## config.mk

```make
export PLATFORM = sky130hd
export DESIGN_NAME = inst_fetch_stage
export DESIGN_NICKNAME = d
export VERILOG_FILES = /design/src/rtl/inst_fetch_stage.sv
export SDC_FILE = /design/constraint.sdc
export NUM_CORES = 1
export LEC_CHECK = 0
export BUFFER_PORTS_ARGS = -buffer_cell sky130_fd_sc_hd__buf_2
export CORE_MARGIN = 10
export CORE_UTILIZATION = 45
export DETAILED_ROUTE_END_ITERATION = 8
export GPL_TIMING_DRIVEN = 1
export PLACE_DENSITY = 0.84
export SLEW_MARGIN = 20
export SYNTH_ARGS = -nofsm -noshare
export SYNTH_HDL_FRONTEND = slang
export SYNTH_SLANG_ARGS = --single-unit
```

## constraint.sdc

```tcl
create_clock -name clk -period 1.7 [get_ports clk]
set_input_delay 0.34 -clock clk [delete_from_list [all_inputs] [get_ports clk]]
set_output_delay 0.34 -clock clk [all_outputs]
set_load 0.02 [all_outputs]
```

## src/rtl/inst_fetch_stage.sv

```systemverilog
// Instruction fetch stage: sequential PC generation, single-outstanding reads on the
// SRAM-like instruction port, and a one-entry instruction buffer toward decode.
module inst_fetch_stage #(
    parameter logic [31:0] RESET_PC = 32'hbfc0_0000
) (
    input  logic        clk,
    input  logic        resetn,
    input  logic        redirect_valid,
    input  logic [31:0] redirect_pc,
    output logic        inst_sram_req,
    output logic        inst_sram_wr,
    output logic [1:0]  inst_sram_size,
    output logic [3:0]  inst_sram_wstrb,
    output logic [31:0] inst_sram_addr,
    output logic [31:0] inst_sram_wdata,
    input  logic        inst_sram_addr_ok,
    input  logic        inst_sram_data_ok,
    input  logic [31:0] inst_sram_rdata,
    output logic        fs_valid,
    output logic [31:0] fs_pc,
    output logic [31:0] fs_inst,
    input  logic        ds_allowin
);

    typedef enum logic [0:0] {
        ST_REQ  = 1'b0,
        ST_WAIT = 1'b1
    } fetch_state_e;

    fetch_state_e state_r;
    fetch_state_e state_s;
    logic [31:0]  pc_r;
    logic [31:0]  pc_s;
    logic [31:0]  issued_pc_r;
    logic [31:0]  issued_pc_s;
    logic         cancel_r;
    logic         cancel_s;
    logic         fs_valid_r;
    logic         fs_valid_s;
    logic [31:0]  fs_pc_r;
    logic [31:0]  fs_pc_s;
    logic [31:0]  fs_inst_r;
    logic [31:0]  fs_inst_s;

    logic         transfer_s;
    logic         buf_free_s;
    logic         req_s;
    logic         accept_s;

    // Handshake qualifiers; req is gated by resetn so it stays low throughout reset
    always_comb begin
        transfer_s = fs_valid_r & ds_allowin;
        buf_free_s = ~fs_valid_r | transfer_s;
        req_s      = resetn & (state_r == ST_REQ) & buf_free_s;
        accept_s   = req_s & inst_sram_addr_ok;
    end

    // Next-state and datapath; a redirect overrides every buffer and PC update
    always_comb begin
        state_s     = state_r;
        pc_s        = pc_r;
        issued_pc_s = issued_pc_r;
        cancel_s    = cancel_r;
        fs_valid_s  = fs_valid_r;
        fs_pc_s     = fs_pc_r;
        fs_inst_s   = fs_inst_r;
        if (redirect_valid) begin
            pc_s       = redirect_pc;
            fs_valid_s = 1'b0;
            case (state_r)
                ST_REQ: begin
                    // An accepted request still owes a response that must be dropped
                    if (accept_s) begin
                        state_s     = ST_WAIT;
                        issued_pc_s = pc_r;
                        cancel_s    = 1'b1;
                    end else begin
                        state_s     = ST_REQ;
                    end
                end
                ST_WAIT: begin
                    if (inst_sram_data_ok) begin
                        state_s  = ST_REQ;
                        cancel_s = 1'b0;
                    end else begin
                        state_s  = ST_WAIT;
                        cancel_s = 1'b1;
                    end
                end
                default: begin
                    state_s = ST_REQ;
                end
            endcase
        end else begin
            if (transfer_s) begin
                fs_valid_s = 1'b0;
            end else begin
                fs_valid_s = fs_valid_r;
            end
            case (state_r)
                ST_REQ: begin
                    if (accept_s) begin
                        state_s     = ST_WAIT;
                        issued_pc_s = pc_r;
                    end else begin
                        state_s     = ST_REQ;
                    end
                end
                ST_WAIT: begin
                    // Returning to REQ here leaves one bubble before the next request
                    if (inst_sram_data_ok) begin
                        state_s = ST_REQ;
                        if (cancel_r) begin
                            cancel_s   = 1'b0;
                        end else begin
                            fs_valid_s = 1'b1;
                            fs_pc_s    = issued_pc_r;
                            fs_inst_s  = inst_sram_rdata;
                            pc_s       = issued_pc_r + 32'd4;
                        end
                    end else begin
                        state_s = ST_WAIT;
                    end
                end
                default: begin
                    state_s = ST_REQ;
                end
            endcase
        end
    end

    // State and datapath registers with synchronous active-low reset
    always_ff @(posedge clk) begin
        if (!resetn) begin
            state_r     <= ST_REQ;
            pc_r        <= RESET_PC;
            issued_pc_r <= RESET_PC;
            cancel_r    <= 1'b0;
            fs_valid_r  <= 1'b0;
            fs_pc_r     <= 32'h0000_0000;
            fs_inst_r   <= 32'h0000_0000;
        end else begin
            state_r     <= state_s;
            pc_r        <= pc_s;
            issued_pc_r <= issued_pc_s;
            cancel_r    <= cancel_s;
            fs_valid_r  <= fs_valid_s;
            fs_pc_r     <= fs_pc_s;
            fs_inst_r   <= fs_inst_s;
        end
    end

    assign inst_sram_req   = req_s;
    assign inst_sram_wr    = 1'b0;
    assign inst_sram_size  = 2'b10;
    assign inst_sram_wstrb = 4'b0000;
    assign inst_sram_addr  = pc_r;
    assign inst_sram_wdata = 32'h0000_0000;
    assign fs_valid        = fs_valid_r;
    assign fs_pc           = fs_pc_r;
    assign fs_inst         = fs_inst_r;

endmodule

```

* Word-level counts from Yosys, hierarchy flattened
Index checks and enable logic that the tools add are counted.
** Storage, ports and cells
- Register bits after elaboration :: 131
- Input bits :: 70
- Output and inout bits :: 137
- Word-level logic and storage cells :: 43
** Operators by class
- Add/subtract/negate cells :: 1
- Eq/ne operators :: 2
- Multiplexer cells :: 16
- Bitwise gates (word level) :: 10
- Reductions and logical operators :: 7
** Operators with widths (number)
- $mux 32 :: 4
- $add 32x3->32 const B :: 1
- $mux 1 :: 10
- $reduce_and 3->1 :: 2
- $not 1->1 :: 5
- $and 1x1->1 :: 4
- $pmux 1 s2 :: 2
- $reduce_and 4->1 :: 1
- $reduce_bool 2->1 :: 2
- $ne 3x3->1 const B :: 1
- $ne 2x2->1 const B :: 1
- $reduce_and 2->1 :: 1
- $reduce_or 2->1 :: 1
- $or 1x1->1 :: 1

* Logic depth before layout (Yosys ltp)
Gate-level depths: netlist of run 1.
- Word-level depth :: 7
- Gate-level depth with buffers :: 8
- Gate-level depth less buffers :: 6

* Worst setup path before layout of run 1
Ideal clock, no wire load.
- Path kind :: input to register
- From :: input resetn
- To :: register issued_pc_r[14]
- Setup time :: 0.070 ns
- Data arrival time :: 1.914 ns
- Required time :: 1.630 ns
- Setup slack :: -0.284 ns
- Cell stages on the path :: 8
- Buffers on the path :: 3
- Cell sequence :: buf_4 inv_2 nor3_1 and2_1 clkbuf_1 clkbuf_1 nand2_1 a21oi_1
** On the way
- Cells in the longest elaborated chain, start to end :: 4
** Ends and longest elaborated chain
- start, declared :: line 7 : input logic resetn,
- $and 1x1->1 (2 in series) :: line 54 : req_s = resetn & (state_r == ST_REQ) & buf_free_s;
- named net inst_sram_req :: line 10 : output logic inst_sram_req,
- $and 1x1->1 :: line 55 : accept_s = req_s & inst_sram_addr_ok;
- $reduce_and 2->1 (no line)
- end signal, assigned :: line 145 : issued_pc_r <= issued_pc_s;
- end, declared :: line 34 : logic [31:0] issued_pc_r;
The timed path passes the listed nets, and every way through them passes these cells.
A chain may end at the register's enable or synchronous reset.

* Worst setup path in the final report of run 1
- From :: register issued_pc_r[16]
- To :: register pc_r[31], in the netlist inst_sram_addr[31]
** On the way
- Cells in the longest elaborated chain, start to end :: 5
** Ends and longest elaborated chain
- $add 32x3->32 :: line 119 : pc_s = issued_pc_r + 32'd4;
- $mux 32 :: line 113 : if (cancel_r) begin
- $mux 32 :: line 111 : if (inst_sram_data_ok) begin
- $mux 32 :: line 100 : case (state_r)
- $mux 32 :: line 67 : if (redirect_valid) begin
- end signal, assigned :: line 144 : pc_r <= pc_s;
- end, declared :: line 32 : logic [31:0] pc_r;
Every way passes these cells. The select of a mux whose other input is x is not followed.

==> results.tsv, run 1 <==
stage	metric	value	unit
timing	hold_viol	0	
cells_and_area	fin_area	7670	µm²
power	internal_power	0.00550	W
synthesis	synthTopCellsByArea	dfxtp_1 (45%), nand2_1 (15%), a21oi_1 (9.6%)	
synthesis	yosysUniqueCellTypes	56	
synthesis	synth_warnings	0	
route	vias	5796	
timing	setup_viol	2	
cells_and_area	syn_to_final_growth	31.0	%
route	drt_iter0_markers	452	
synthesis	yosys.area.top_type	dfxtp_1	
clock_tree	root_buffer	clkbuf_16	
placement	place_inst	1092	
grt	overflow	0	
floorplanning	dieHeight	134	µm
grt	track_usage	19.2	%
route	wire_per_inst	16.1	µm
synthesis	ys_ff_latch	131	
setup_path	arrival	1990	ps
cells_and_area	fillers	1103	
synthesis	syn_area	5850	µm²
clock_tree	clock_latency	420	ps
synthesis	synth_top_area_share	44.8	%
clock_tree	htree_num_levels	4	
grt	grt_max_degree	101	
power	switchingPower	0.00189	W
power	seq_power_share	43.8	%
floorplanning	std_cell_rows	41	
cells_and_area	stdcell_count	1127	
setup_path	cp_cell_sequence	nand4_1, or4_4, nor4_4, xnor2_1, o211ai_1	
timing	slew_viol_final	0	
timing	min_period	1710	ps
timing	fin_crit_sh	101	%
timing	rsz0062_at_grt	true	
synthesis	synth_ff_type	dfxtp_1	
clock_tree	numClockSinks	131	
floorplanning	core_region_area	12700	µm²
setup_path	cpPeakStageDelay	620	ps
timing	fmax	583	MHz
setup_path	required	1980	ps
timing	clock_skew	7.42	ps
power	power_density	963	nW/µm²
setup_path	slowest_stage	or4_4	
synthesis	synth-async-reset-ratio	0	%
power	power_frac_comb	10.6	%
synthesis	synthTopCellsByCount	nand2_1 (234), dfxtp_1 (131), a21oi_1 (112), clkbuf_1 (47), buf_4 (42)	
floorplanning	start_util	46.2	%
cells_and_area	multi_input_area	2900	µm²
timing	fin_ws	-13.8	ps
outcome	violations	negative setup slack	
setup_path	crit_type	flop to flop	
grt	antenna_found_initial	1	
setup_path	startpoint_type	flop	
floorplanning	io_pins	207	
cells_and_area	final_util	60.5	%
grt	grt_pass1_wl	28300	µm
outcome	status	complete, but fails checks	
synthesis	synth_cells	763	
cells_and_area	layout.nets	1013	
placement	io_buffer_count	167	
synthesis	ys_seq_area_share	44.8	%
floorplanning	fp.dieArea	18000	µm²
clock_tree	path_clk_slew	60	ps
synthesis	synth_area_per_cell	7.67	µm²
power	vdd_drop_max	0.000622	V
synthesis	synth_most_common_cell	nand2_1	
grt	grt_pass1_vias	5588	
placement	dpl_cell_area	6970	µm²
route	dr.pass1.iters	5	
setup_path	crit_family	simple AND/OR/NAND/NOR gates	
route	routed_wl	18100	µm
route	drc_errors	0	
placement	hpwl	12700	µm
min_path	min_path_type	input port to flop	
clock_tree	cts_hold_buffers	0	
run	maxCapViolations	0	
clock_tree	cts_made_buffers	17	
power	swShare	25.5	%
floorplanning	die_x	134	µm
power	pwr-share-clk	45.6	%
setup_path	cp_num_buf_inv	0	
setup_path	critPathCaptureType	flop	
clock_tree	cts_buffer_depth	2	
cells_and_area	layout-drive-gt1-share	30.2	%
power	p_leak	3.33	nW
clock_tree	cts_tree	yes	
placement	gp_congestion	0.876	
timing	tns	-25.8	ps
route	ant_nets	0	
setup_path	critPathMaxFanout	4	
synthesis	synth_edf_count	0	
cells_and_area	register_area	2640	µm²
route	vias_per_cell	5.14	
==> layout by cell type, fill, tap and decap left out, types with 3 or more instances in the layout <==
cell type	n
o211ai_1	7
buf_4	52
buf_12	6
o21a_1	3
buf_2	167
nand3_1	28
o21ai_0	8
nand3b_1	4
conb_1	39
o31ai_1	4
clkinvlp_4	3
a21oi_1	111
a21o_1	3
xor2_1	4
clkinv_2	6
nand2b_1	3
nor4_4	5
nand4_1	12
dfxtp_2	3
nor2_1	29
dfxtp_4	3
o21ai_1	4
clkbuf_16	17
nand2_1	234
dfxtp_1	125
inv_1	4
xnor2_1	16
==> worst min-delay path, cell delays in order <==
cell and delay [ps]:
buf_2 70, nand3_1 60, o21ai_0 60
==> sequential cells by signal (all words and copies together), names as in the netlist <==
signal	cells
state_r	1
fs_valid	1
fs_inst	32
fs_pc	32
inst_sram_addr	32
cancel_r	1
issued_pc_r	32
==> metrics by stage <==
step | worst slack [ps] | hold WS, ps | power (W)
after floorplan | -18.5 | 445 | 0.00383
after global placement | -67.6 | 438 | 0.00406
after detailed placement | -135 | 443 | 0.00407
after CTS | -16.1 | 139 | 0.00743
after global routing | -136 | 159 | 0.00765
final | -13.8 | 153 | 0.00739
==> metal layers <==
layer | share of wire [%] | vias up | routed length (µm) | track usage, %
met5 | 0 | - | 0 | 0
met4 | 2.4 | 0 | 429 | 6.17
met3 | 11 | 41 | 1990 | 8.18
met2 | 48 | 278 | 8660 | 31.4
met1 | 39 | 2648 | 7010 | 22.1
li1 | - | 2829 | - | -
==> cell families after synthesis <==
logic type / count (synthesis) / synth area share (%)
xor+xnor: 20 / 2.99
fa+ha+maj: 1 / 0.214
other cells: 2 / 0.128
simple gates: 343 / 25.8
buf+inv: 107 / 10.6
compound gates: 158 / 15.3
mux: 1 / 0.171
flops: 131 / 44.8
==> repair_timing <==
action,in CTS,in global routing
setup buffers,2,1
setup endpoints to repair,14,16
resized for setup,14,12
pin swaps,2,6
gates cloned,0,0
==> power by group through the flow <==
stage	registers [W]	logic, W	clock network, W
after global placement	0.00330	0.000758	0
after floorplan	0.00338	0.000457	0
after detailed placement	0.00330	0.000767	0
final	0.00324	0.000786	0.00337
after CTS	0.00323	0.000773	0.00342
after global routing	0.00324	0.000854	0.00355
==> worst paths after layout <==
kind / slack [ps] / endpoint / cells past startpoint / start
worst min-delay path: 150 / inst_sram_addr[6]$_SDFFE_PN0P_ / 3 / redirect_pc[6]
worst min register to register: 450 / fs_pc[23]$_SDFFE_PN0P_ / 2 / fs_pc[23]$_SDFFE_PN0P_
worst max register to register: -10 / inst_sram_addr[31]$_SDFFE_PN1P_ / 5 / issued_pc_r[16]$_SDFFE_PN0P_
worst max-delay path: -10 / inst_sram_addr[31]$_SDFFE_PN1P_ / 5 / issued_pc_r[16]$_SDFFE_PN0P_
==> final cells by class <==
| cell class | count | share of cell area, % |
|---|---|---|
| multi-input cells | 562 | 37.9 |
| flip-flops and latches | 131 | 34.4 |
| repair buffers | 225 | 17.6 |
| clock buffers | 21 | 6.00 |
| well taps | 172 | 2.81 |
| clock inverters | 10 | 1.09 |
| inverters | 5 | 0.261 |
| diodes | 1 | 0.0326 |
(Power assumes the default switching activity.)
==> inputs of run 2 (changes only) <==
--- a/config.mk
+++ b/config.mk
@@ -11,6 +11,7 @@
 export DETAILED_ROUTE_END_ITERATION = 8
 export GPL_TIMING_DRIVEN = 1
 export PLACE_DENSITY = 0.84
+export REMOVE_ABC_BUFFERS = 1
 export SLEW_MARGIN = 20
 export SYNTH_ARGS = -nofsm -noshare
 export SYNTH_HDL_FRONTEND = slang
==> results.tsv, run 2 (synthesis gave the netlist of run 1 again) <==
stage	metric	value	unit
cells_and_area	fin_area	7780	µm²
clock_tree	path_clk_slew	60	ps
timing	fmax	565	MHz
floorplanning	start_util	46.2	%
clock_tree	root_buffer	clkbuf_16	
placement	io_buffer_count	167	
timing	slew_viol_final	0	
cells_and_area	final_util	61.4	%
floorplanning	core_region_area	12700	µm²
power	pwr-share-clk	49.2	%
timing	hold_viol	0	
cells_and_area	fillers	1148	
route	drc_errors	0	
timing	min_period	1770	ps
route	routed_wl	18000	µm
setup_path	slowest_stage	or4_4	
clock_tree	clock_latency	410	ps
setup_path	required	2050	ps
setup_path	arrival	2120	ps
floorplanning	io_pins	207	
timing	tns	-69.1	ps
route	drt_iter0_markers	437	
power	power	0.00791	W
timing	rsz0062_at_grt	true	
clock_tree	post-cts-setup-buffer-count	0	
cells_and_area	mostFrequentLayoutCells	nand2_1 (234), buf_2 (167), dfxtp_1 (124), a21oi_1 (108), buf_4 (41)	
route	ant_nets	0	
power	p_leak	3.38	nW
grt	grt_pass1_vias	5456	
setup_path	critPathMaxFanout	5	
clock_tree	numClockSinks	131	
setup_path	cpPeakStageDelay	480	ps
floorplanning	dieHeight	134	µm
grt	grt_pass1_wl	27800	µm
grt	grt_max_degree	101	
power	power_frac_comb	9.9	%
placement	dpl_cell_area	6940	µm²
power	internal_power	0.00604	W
min_path	min_path_type	input port to flop	
floorplanning	die_x	134	µm
outcome	status	complete, but fails checks	
run	maxCapViolations	0	
setup_path	cp_cell_sequence	ha_4, nand4_1, or4_4, or3_1, a21oi_2, o21a_1	
setup_path	critPathCaptureType	flop	
placement	pre_cts_ws	-112	ps
power	vdd_drop_max	0.000820	V
grt	antenna_found_initial	0	
grt	track_usage	18.9	%
route	vias	5662	
timing	fin_crit_sh	104	%
floorplanning	fp.dieArea	18000	µm²
route	wire_per_inst	16.1	µm
route	dr.pass1.iters	5	
timing	fin_ws	-69.1	ps
placement	hpwl	12200	µm
cells_and_area	syn_to_final_growth	32.9	%
floorplanning	std_cell_rows	41	
cells_and_area	layout-drive-gt1-share	30.7	%
cells_and_area	num_antenna_cells	0	
grt	overflow	0	
clock_tree	cts_tree	yes	
power	swShare	23.7	%
cells_and_area	final_common_cell	nand2_1	
power	switchingPower	0.00187	W
cells_and_area	layout.nets	1008	
clock_tree	htree_num_levels	4	
timing	clock_skew	7.85	ps
power	seq_power_share	40.9	%
placement	gp_congestion	0.827	
route	vias_per_cell	5.05	
setup_path	startpoint_type	flop	
power	power_density	1020	nW/µm²
outcome	violations	negative setup slack	
clock_tree	cts_made_buffers	17	
timing	setup_viol	1	
setup_path	crit_type	flop to flop	
clock_tree	cts_buffer_depth	2	
run 2: area by class of cell:
cell class	count	area (µm²)	share of cell area, %
clock buffers	22	484	6.23
well taps	172	215	2.77
multi-input cells	562	2930	37.6
flip-flops and latches	131	2630	33.9
repair buffers	220	1340	17.3
inverters	5	20.0	0.257
clock inverters	10	153	1.96
run 2: critical path: cells and delay by family (launching register included):
kind                     cells  cell delay [ps]
flip-flops                   1              360
AND/OR/NAND/NOR              3              950
AO/OA/AOI/OAI                2              270
adder cells (fa/ha/maj)      1              140
run 2: routing by layer:
| layer | global-route usage, % | wire (µm) | vias up |
|---|---|---|---|
| met4 | 5.38 | 207 | 0 |
| met2 | 32.2 | 9060 | 215 |
| met3 | 7.17 | 1570 | 19 |
| met1 | 21.5 | 7200 | 2616 |
| li1 | - | - | 2812 |
| met5 | 0 | 0 | - |
run 2: timing repair:
item,4_1_cts,5_1_grt
setup endpoints to repair,12,23
pin swaps,2,15
hold endpoints to repair,0,0
gates resized for setup,9,37
cloned,0,1
hold buffers,0,0
run 2: final timing paths:
kind | start | end | slack [ps] | cells after the start
max | issued_pc_r[2]$_SDFFE_PN0P_ | inst_sram_addr[20]$_SDFFE_PN0P_ | -70 | 6
min | redirect_pc[7] | inst_sram_addr[7]$_SDFFE_PN0P_ | 160 | 3
max reg2reg | issued_pc_r[2]$_SDFFE_PN0P_ | inst_sram_addr[20]$_SDFFE_PN0P_ | -70 | 6
min reg2reg | fs_inst[14]$_SDFFE_PN0P_ | fs_inst[14]$_SDFFE_PN0P_ | 450 | 2
run 2: stage by stage:
step | hold slack [ps] | cells
finish | 158 | 1122
global route | 147 | 1122
CTS | 150 | 1121
detailed placement | 443 | 1089
global placement | 439 | 1089
floorplan | 405 | 698
run 2: power groups by stage:
stage	Sequential [W]	Clock [W]	Combinational, W
floorplan	0.00338	0	0.000323
global placement	0.00329	0	0.000751
detailed placement	0.00329	0	0.000765
CTS	0.00323	0.00395	0.000773
global route	0.00325	0.00410	0.000861
finish	0.00323	0.00389	0.000786
==> inputs of run 3 (changes only) <==
--- a/config.mk
+++ b/config.mk
@@ -6,10 +6,13 @@
 export NUM_CORES = 1
 export LEC_CHECK = 0
 export BUFFER_PORTS_ARGS = -buffer_cell sky130_fd_sc_hd__buf_2
+export CORE_ASPECT_RATIO = 2
 export CORE_MARGIN = 10
 export CORE_UTILIZATION = 45
+export CTS_CLUSTER_SIZE = 14
 export DETAILED_ROUTE_END_ITERATION = 8
 export GPL_TIMING_DRIVEN = 1
+export MAX_ROUTING_LAYER = met4
 export PLACE_DENSITY = 0.84
 export REMOVE_ABC_BUFFERS = 1
 export SLEW_MARGIN = 20
==> results.tsv, run 3 (synthesis gave the netlist of run 1 again) <==
stage	metric	value	unit
route	vias	5860	
clock_tree	clock_latency	420	ps
setup_path	critPathMaxFanout	3	
placement	hpwl	13600	µm
timing	hold-worst-slack	151	ps
min_path	worstHoldPathCells	3	
cells_and_area	mostFrequentLayoutCells	nand2_1 (234), buf_2 (166), dfxtp_1 (127), a21oi_1 (108), buf_4 (51)	
min_path	worstHoldEndpoint	inst_sram_addr[8]$_SDFFE_PN0P_	
route	wl_met3	1300	µm
clock_tree	cts_tree	yes	
grt	grt_pass1_wl	28900	µm
clock_tree	numClockSinks	131	
timing	min_period	1760	ps
setup_path	arrival	2040	ps
clock_tree	cts_buffer_depth	2	
route	dr.pass1.iters	7	
route	drc_errors	0	
floorplanning	std_cell_rows	58	
cells_and_area	syn_to_final_growth	32.4	%
setup_path	regToRegEndpoint	inst_sram_addr[31]$_SDFFE_PN1P_	
timing	fin_ws	-59.6	ps
outcome	status	complete, but fails checks	
floorplanning	die_x	101	µm
clock_tree	path_clk_slew	50	ps
route	ant_nets	0	
route	routedLengthMet1	6720	µm
setup_path	startpoint_type	flop	
timing	slew_viol_final	0	
cells_and_area	fillers	1079	
grt	track_usage	20.3	%
min_path	min_path_type	input port to flop	
route	routed_wl	19000	µm
power	internal_power	0.00601	W
setup_path	r2r_setup_slack	-60	ps
route	vias_per_cell	5.29	
placement	io_buffer_count	167	
grt	antenna_found_initial	1	
clock_tree	htree_num_levels	4	
timing	setup_viol	6	
route	drt_iter0_markers	427	
timing	hold_viol	0	
power	p_leak	3.36	nW
floorplanning	fp.dieArea	18200	µm²
timing	clock_skew	7.35	ps
cells_and_area	final_common_cell	nand2_1	
setup_path	critPathCaptureType	flop	
setup_path	slowest_stage	or4_1	
run	maxCapViolations	0	
placement	gp_congestion	0.893	
cells_and_area	layout-drive-gt1-share	30.8	%
route	highest_layer	met4	
floorplanning	dieHeight	181	µm
clock_tree	cts_made_buffers	17	
timing	fmax	568	MHz
power	pwr-share-clk	49.0	%
power	power_frac_comb	10.1	%
setup_path	r2r_start	issued_pc_r[19]$_SDFFE_PN0P_	
setup_path	cp-startpoint	issued_pc_r[19]$_SDFFE_PN0P_	
floorplanning	start_util	46.1	%
setup_path	rr_worst_depth	5	
power	power	0.00791	W
placement	pre_cts_ws	-69.6	ps
timing	fin_crit_sh	104	%
grt	grt_pass1_vias	5869	
power	seq_power_share	40.9	%
floorplanning	io_pins	207	
timing	rsz0062_at_grt	true	
min_path	hp-start	redirect_pc[8]	
setup_path	cpPeakStageDelay	630	ps
cells_and_area	layout.nets	1015	
outcome	violations	negative setup slack	
power	vdd_drop_max	0.000683	V
clock_tree	cts_hold_buffers	0	
route	wl_met2	10100	µm
power	switchingPower	0.00190	W
route	wire_per_inst	17.1	µm
clock_tree	root_buffer	clkbuf_16	
power	swShare	24.0	%
setup_path	cp_cell_sequence	nand4_1, or4_1, nor4_2, xnor2_1, o211ai_1	
grt	grt_max_degree	100	
setup_path	crit_type	flop to flop	
power	power_density	1020	nW/µm²
floorplanning	core_region_area	12700	µm²
grt	overflow	0	
setup_path	required	1980	ps
run 3: cell types whose count changed in the layout (fill, tap and decap cells not counted), moves of 2 or more:
cell,change
buf_4,+10
dfxtp_1,+3
clkinv_2,-2
dfxtp_2,-2
nor4_2,+2
nor4_4,-2
run 3: final cells by class:
type,instances,area (µm²),area share (%)
Tap cell,150,188,2.42
Antenna cell,1,2.50,0.0323
Inverter,5,20.0,0.258
Clock inverter,9,151,1.95
Sequential cell,131,2630,33.9
Clock buffer,22,474,6.12
Multi-Input combinational cell,562,2900,37.5
Timing Repair Buffer,227,1380,17.8
run 3: metal layers:
layer | vias up | GRT usage, %
li1 | 2827 | -
met1 | 2700 | 19.3
met2 | 268 | 35.3
met3 | 65 | 4.13
met4 | 0 | 13.4
met5 | - | -
run 3: worst max path at each step:
stage,to,slack [ps],cells after the start
after floorplan,inst_sram_addr[21]$_SDFFE_PN0P_,-2040,4
after global placement,inst_sram_addr[20]$_SDFFE_PN0P_,-40,6
after detailed placement,inst_sram_addr[24]$_SDFFE_PN1P_,-70,6
after CTS,inst_sram_addr[20]$_SDFFE_PN0P_,-40,6
after global routing,inst_sram_addr[28]$_SDFFE_PN1P_,-120,6
final,inst_sram_addr[31]$_SDFFE_PN1P_,-60,5
run 3: worst max-delay path: cells and delay by family (launching register included):
family / cells / cell delay, ps
AO/OA/AOI/OAI: 1 / 90
AND/OR/NAND/NOR: 3 / 1000
XOR/XNOR: 1 / 150
flip-flops: 1 / 380
run 3: what timing repair did:
| action | 4_1_cts | 5_1_grt |
|---|---|---|
| pin swaps | 0 | 12 |
| resized for setup | 8 | 34 |
| setup buffers | 0 | 4 |
| setup endpoints to repair | 14 | 24 |
run 3: power by group through the flow:
stage | Sequential (W) | Combinational [W] | Clock, W
floorplan | 0.00338 | 0.000323 | 0
detailed placement | 0.00330 | 0.000773 | 0
finish | 0.00324 | 0.000798 | 0.00387
global route | 0.00325 | 0.000868 | 0.00405
global placement | 0.00329 | 0.000762 | 0
CTS | 0.00323 | 0.000778 | 0.00392
run 3: metrics by stage:
stage          instances  TNS (ps)  util, %  area (µm²)
2_1_floorplan        698   -173030        -        5390
3_3_place_gp        1071     -54.6     54.4        6910
3_5_place_dp        1071      -235     54.4        6910
4_1_cts             1102      -116     59.7        7580
5_1_grt             1107      -917     61.0        7750
6_report            1107      -158     61.0        7750
